==> config.mk <==
export PLATFORM = sky130hd
export DESIGN_NAME = if_fetch_unit
export DESIGN_NICKNAME = d
export VERILOG_FILES = /design/src/rtl/if_fetch_unit.sv
export SDC_FILE = /design/constraint.sdc
export NUM_CORES = 1
export LEC_CHECK = 0
export ABC_CLOCK_PERIOD_IN_PS = 1700
export CAP_MARGIN = 0
export CELL_PAD_IN_SITES_DETAIL_PLACEMENT = 0
export CELL_PAD_IN_SITES_GLOBAL_PLACEMENT = 1
export CORE_MARGIN = 8
export CORE_UTILIZATION = 34
export CTS_CLUSTER_DIAMETER = 30
export DETAILED_ROUTE_END_ITERATION = 10
export HOLD_SLACK_MARGIN = 0.08
export MAX_ROUTING_LAYER = met4
export PLACE_DENSITY_LB_ADDON = 0.3
export SYNTH_ARGS = -nofsm -noshare
export SYNTH_HDL_FRONTEND = slang
export SYNTH_SLANG_ARGS = --single-unit
export TNS_END_PERCENT = 50
==> constraint.sdc <==
create_clock -name clk -period 1.7 [get_ports clk]
set_input_delay 0.17 -clock clk [delete_from_list [all_inputs] [get_ports clk]]
set_output_delay 0.17 -clock clk [all_outputs]
set_load 0.03 [all_outputs]
==> src/rtl/if_fetch_unit.sv <==
// if_fetch_unit: DLX instruction-fetch stage feeding the IF/ID register and stalling the PC.
module if_fetch_unit #(
    parameter int                DATA_W    = 32,
    parameter logic [DATA_W-1:0] NOP_INSTR = '0,
    parameter int                MAX_WAIT  = 16
) (
    input  logic              clk,
    input  logic              reset,
    input  logic [DATA_W-1:0] pc_in,
    input  logic              flush,
    input  logic              id_stall,
    output logic              imem_req,
    output logic [DATA_W-1:0] imem_addr,
    input  logic              imem_rdy,
    input  logic [DATA_W-1:0] imem_rdata,
    output logic              fetch_stall,
    output logic [DATA_W-1:0] IF_ID_instr,
    output logic [DATA_W-1:0] IF_ID_PC4,
    output logic              IF_ID_valid,
    output logic              timeout_err
);
    typedef enum logic [1:0] {IDLE, FETCH, HOLD, DRAIN} state_t;
    localparam logic [7:0] maxCnt = 8'(MAX_WAIT);
    state_t state, nextState;
    logic [DATA_W-1:0] holdInstr, holdPc4, drainAddr, pc4;
    logic [7:0] waitCnt;
    logic xfer, waiting;
    assign pc4 = pc_in + DATA_W'(4);
    assign xfer = imem_req && imem_rdy;
    assign waiting = imem_req && !imem_rdy;
    always_ff @(posedge clk)
        state <= reset ? IDLE : nextState;
    always_comb begin
        nextState = state;
        imem_req = 1'b0;
        imem_addr = pc_in;
        fetch_stall = 1'b1;
        case (state)
            IDLE: nextState = FETCH;
            FETCH: begin
                imem_req = 1'b1;
                fetch_stall = !imem_rdy || id_stall;
                nextState = flush ? (imem_rdy ? FETCH : DRAIN) : (imem_rdy && id_stall ? HOLD : FETCH);
            end
            HOLD: nextState = (flush || !id_stall) ? FETCH : HOLD;
            DRAIN: begin
                imem_req = 1'b1;
                imem_addr = drainAddr;
                nextState = (!flush && imem_rdy) ? FETCH : DRAIN;
            end
            default: nextState = IDLE;
        endcase
    end
    always_ff @(posedge clk) begin
        if (reset) begin
            IF_ID_instr <= NOP_INSTR;
            IF_ID_PC4 <= '0;
            IF_ID_valid <= 1'b0;
            holdInstr <= NOP_INSTR;
            holdPc4 <= '0;
            drainAddr <= '0;
        end else if (flush) begin
            IF_ID_instr <= NOP_INSTR;
            IF_ID_valid <= 1'b0;
            holdInstr <= NOP_INSTR;
            holdPc4 <= '0;
            if (state == FETCH && !imem_rdy)
                drainAddr <= pc_in;
        end else if (state == FETCH) begin
            if (imem_rdy && !id_stall) begin
                IF_ID_instr <= imem_rdata;
                IF_ID_PC4 <= pc4;
                IF_ID_valid <= 1'b1;
            end else if (imem_rdy) begin
                holdInstr <= imem_rdata;
                holdPc4 <= pc4;
            end else if (!id_stall) begin
                IF_ID_instr <= NOP_INSTR;
                IF_ID_valid <= 1'b0;
            end
        end else if (state == HOLD && !id_stall) begin
            IF_ID_instr <= holdInstr;
            IF_ID_PC4 <= holdPc4;
            IF_ID_valid <= 1'b1;
        end
    end
    // Counter saturates at MAX_WAIT; the error flag stays set until reset.
    always_ff @(posedge clk) begin
        if (reset) begin
            waitCnt <= '0;
            timeout_err <= 1'b0;
        end else begin
            waitCnt <= (xfer || (flush && state == FETCH)) ? '0 :
                       (waiting && waitCnt != maxCnt) ? waitCnt + 8'd1 : waitCnt;
            if (waiting && waitCnt >= maxCnt - 8'd1)
                timeout_err <= 1'b1;
        end
    end
endmodule

# == Word level (Yosys, flattened, before mapping) ==
# Cells that the tools add are included.
# word_totals
ff_bits,172
wordCells,68
inputBits,69
# classes
n_lt_le_gt_ge,1
addsub,2
bitwise,2
n_eq_ne,7
n_reduce_logical,25
n_mux,22
# ops
op,count
$mux 32,9
$add 32x3->32 const B,1
$logic_and 1x1->1,10
$mux 2,5
$reduce_and 3->1,3
$add 8x1->8 const B,1
$ge 8x4->1 const B,1
$ne 8x5->1 const B,1
$pmux 2 s4,1
$mux 1,7
$ne 3x2->1 const B,2
$reduce_or 2->1,3
$eq 2x2->1 const B,2
$logic_not 1->1,3
$logic_or 1x1->1,3
$eq 2x1->1 const B,1
$logic_not 2->1,1
$ne 2x1->1 const B,1
$not 1->1,2
$reduce_and 2->1,1
$reduce_bool 2->1,1

# == Longest topological paths before layout ==
# logic_depth
word_depth,6
mapped_depth,8
depth_no_buf,6

# == Worst setup path after synthesis ==
# Ideal clock, no wire load.
# synth_path
kind,reg2reg
startpoint,register state[1]
endpoint,register IF_ID_instr[16]
required_ns,1.614
path_stages_with_launch,8
path_buffers,4
setup_ns,0.086
slack_ns,0.051
t_arrival_ns,1.564
path_cell_list,dfxtp_1 buf_2 nand2b_1 clkbuf_1 buf_2 buf_1 a22oi_1 a211oi_1
# synth_between
elab_chain_cells,4
# synth_rtl
item,line,rtl
"start, declared",24,"state_t state, nextState;"
"start signal, assigned",32,state <= reset ? IDLE : nextState;
$eq 2x2->1,81,end else if (state == HOLD && !id_stall) begin
$logic_and 1x1->1,81,
$reduce_bool 2->1 (no line),-,
$reduce_and 3->1 (no line),-,
"end signal, assigned",71,IF_ID_instr <= imem_rdata;
"end signal, assigned",82,IF_ID_instr <= holdInstr;
"end, declared",17,"output logic [DATA_W-1:0] IF_ID_instr,"
# Parallel ways exist; a longest one is shown, timed or not.
# A chain may end at the register's enable or synchronous reset.

# == Worst setup path after layout ==
# layout_path
startpoint,register state[1]
endpoint,output imem_addr[15]
# layout_between
elab_chain_cells,2
# layout_rtl
item,line,rtl
$eq 2x2->1,38,case (state)
$mux 32,38,
"end, declared",13,"output logic [DATA_W-1:0] imem_addr,"
# No other way between the ends.

==> impl_metrics.tcl <==
set metrics [dict create \
    slew_violations 0 \
    drt-pass1-iter-count 5 \
    synth_common_cells "nand2_1, dfxtp_1, a21oi_1" \
    critical-path-top-delay-family "buffers and inverters" \
    wire_per_inst_um 17.88 \
    ys_seq_area_share_pct 45.11 \
    routed_wl_um 25800 \
    synth_top_area_share_pct 45.11 \
    p_sw_share_pct 28.65 \
    clk_latency_ps 430 \
    arrival_ps 1710 \
    design.die.area_um2 27500 \
    initial_core_util_pct 34.13 \
    seqPwrFrac_pct 43.3 \
    syn_area_um2 7634 \
    period_minus_slack_ps 1879 \
    grt_first_pass_wirelength_um 39500 \
    setup_viol 60 \
    clk_root_buffer_cell "clkbuf_16" \
    cts_made_buffers 17 \
    worstMarginPinSlew_ps 417.4 \
    final_cell_area_um2 11640 \
    antennaDiodeCount 0 \
    synth.distinct_cells 51 \
    die_w_um 165.8 \
    synth_xor_area_share_pct 3.786 \
    cts_max_level 4 \
    pre_cts_slack_ps -408.9 \
    maxCapViolCount 0 \
    core_area_um2 22370 \
    antenna_found_initial 0 \
    cts_buffer_depth 2 \
    initialDrtViolationCount 404 \
    p_leak_nw 4.340 \
    vias 7417 \
    crit_type "flop to output pin" \
    slew_headroom_pct 72.13 \
    drive_gt1_share_pct 24.87 \
    grt_max_degree 65 \
    avgSynthCellArea_um2 8.306 \
    yosys.area_share.adder_pct 0.4917 \
    clock.fmax_mhz 532.2 \
    crit_chain "nand2_4 -> buf_8 -> buf_16 -> buf_6 -> mux2_4 -> buf_6" \
    cts_hold_buf 0 \
    syn_nets 991 \
    met2WireLength_um 12100 \
    grt.overflow.total 0 \
    slowest_delay_ps 360 \
    cpMostUsedCell "buf_6" \
    met3WireLength_um 1179 \
    synth-simple-area-share_pct 19.72 \
    die_h_um 165.8 \
    whs_ps 214.8 \
    pin_count 169 \
    syn_inst 919 \
    viasPerCell 5.140 \
    io_buffers 168 \
    synthTopCellsByArea "dfxtp_1, nand2_1, a21oi_1, mux2_2, a211oi_1" \
    clockPowerShare_pct 38.9 \
    nNetsFinal 1217 \
    finalHoldViolations 0 \
    p_int_w 0.006903 \
    hold_path.class "input port to flop" \
    finalClockSkew_ps 7.729 \
    area_growth_pct 52.45 \
    path_buf_inv 4 \
    violations "setup timing" \
    synth-edff-count 0 \
    power_per_cell_area_nw_per_um2 831.3 \
    synth_top_family_by_area "compound AO/OA/AOI/OAI gates" \
    seqCellArea_um2 3446 \
    synth_compound_area_share_pct 21.41 \
    row_count 55 \
    yosys_warnings 0 \
    grt_use_total_pct 18.17 \
    p_switching_w 0.002771 \
    path_clk_slew_ps 70 \
    crit_slowest_cell "dfxtp_2" \
    cts.sinks 172 \
    status "finished with violations" \
    tns_ps -5598 \
    setup_ws_ps -179.1 \
    rsz0062_at_grt "yes" \
    gp_congestion 0.8179 \
    ys_ff_latch 172 \
    dpl_cell_area_um2 10190 \
    wl_met1_um 12170 \
    async_reset_ff_share_pct 0 \
    top_layer "met4" \
    cts_tree "built" \
    total_power_w 0.009674 \
    ys.flop_type "dfxtp_1" \
    worstPathRequired_ps 1530 \
    comb_power_share_pct 17.7 \
    synthMuxAreaShare_pct 4.852 \
    drc 0 \
    place_hpwl_um 16150 \
    antenna_left 0 \
    nFillCells 2095 \
    critPathLaunchType "flop" \
    worstSetupEndpointType "output pin" \
    peakVddDrop_uv 616.8 \
    yosysTopAreaCell "dfxtp_1" \
    crit_fanout 7 \
    synth_most_common_cell "nand2_1" \
    grt_pass1_vias 7202 \
    final.period_utilization_pct 110.5 \
    multi_input_area_um2 4165 \
]
[state kept, by name (all words and copies together), names as in the netlist]
name	flops
IF_ID_instr	32
state	2
holdPc4	32
drainAddr	32
holdInstr	32
waitCnt	8
IF_ID_valid	1
timeout_err	1
IF_ID_PC4	32
[power groups by stage]
stage                     Combinational [W]  Clock (W)  Sequential, W
after global routing                0.00184    0.00402        0.00420
after CTS                           0.00158    0.00384        0.00419
after detailed placement            0.00149          0        0.00428
after global placement              0.00150          0        0.00428
after floorplan                    0.000661          0        0.00436
final                               0.00172    0.00377        0.00419
[logic make-up after synthesis]
group,Yosys count
mux,33
fa+ha+maj,3
buf+inv,86
xor+xnor,33
simple gates,334
flops,172
compound gates,258
[worst paths after layout]
kind	from	endpoint	slack [ps]	depth (start not counted)
setup / recovery	state[1]$_SDFF_PP0_	imem_addr[15]	-180	6
setup reg to reg	state[1]$_SDFF_PP0_	IF_ID_PC4[10]$_SDFFE_PP0P_	-150	7
hold / removal	reset	IF_ID_PC4[14]$_SDFFE_PP0P_	210	3
hold reg to reg	holdInstr[22]$_SDFFE_PP0P_	holdInstr[22]$_SDFFE_PP0P_	460	2
[placed cells by master (no fill, tap or decap), types with 4 or more instances in the layout]
master / n
buf_4: 79
o22ai_1: 6
buf_12: 19
and3_1: 4
nand4_1: 14
a211o_1: 7
clkdlybuf4s50_1: 116
o21ai_0: 31
dfxtp_1: 170
nand2_1: 171
buf_6: 39
inv_1: 6
a22oi_1: 34
nand2_2: 5
xnor2_1: 18
a211oi_4: 4
a21oi_1: 97
a221oi_2: 8
buf_16: 4
xor2_1: 15
a211oi_1: 37
mux2_2: 28
nor4_2: 4
mux2_4: 4
dlymetal6s2s_1: 10
a21oi_2: 7
clkinvlp_4: 4
nor2_1: 81
nand3_1: 10
dlygate4sd2_1: 8
clkbuf_16: 23
a22oi_2: 4
o21ai_1: 4
[per-stage QoR]
stage,instances,utilization (%)
6_report,1443,52.03
5_1_grt,1443,52.03
4_1_cts,1428,49.44
3_5_place_dp,1381,45.54
3_3_place_gp,1381,45.54
2_1_floorplan,919,-
[worst min-delay path, delay by kind of cell]
family | cells | cell delay [ps]
buffers and inverters | 1 | 170
AO/OA/AOI/OAI | 1 | 130
AND/OR/NAND/NOR | 1 | 140
[layer usage]
layer	track usage, %	vias to the layer above
met5	-	-
met4	4.941	0
met3	3.946	24
met2	28.77	207
met1	23.09	3512
li1	-	3674
[cell type report]
type                       count  area share (%)
inverter                       7          0.2473
multi-input combinational    662           35.79
timing repair buffer         285           26.46
clock buffer                  20           3.924
clock inverter                12          0.9031
sequential                   172           29.61
tap                          285           3.064
[timing repair]
action / CTS / global route
gates resized for setup: 202 / 79
pin swaps: 11 / 38
gates cloned: 4 / 8
endpoints found under the setup margin: 58 / 158
buffers inserted: 11 / 7
Power figures use the tool's default switching activity.
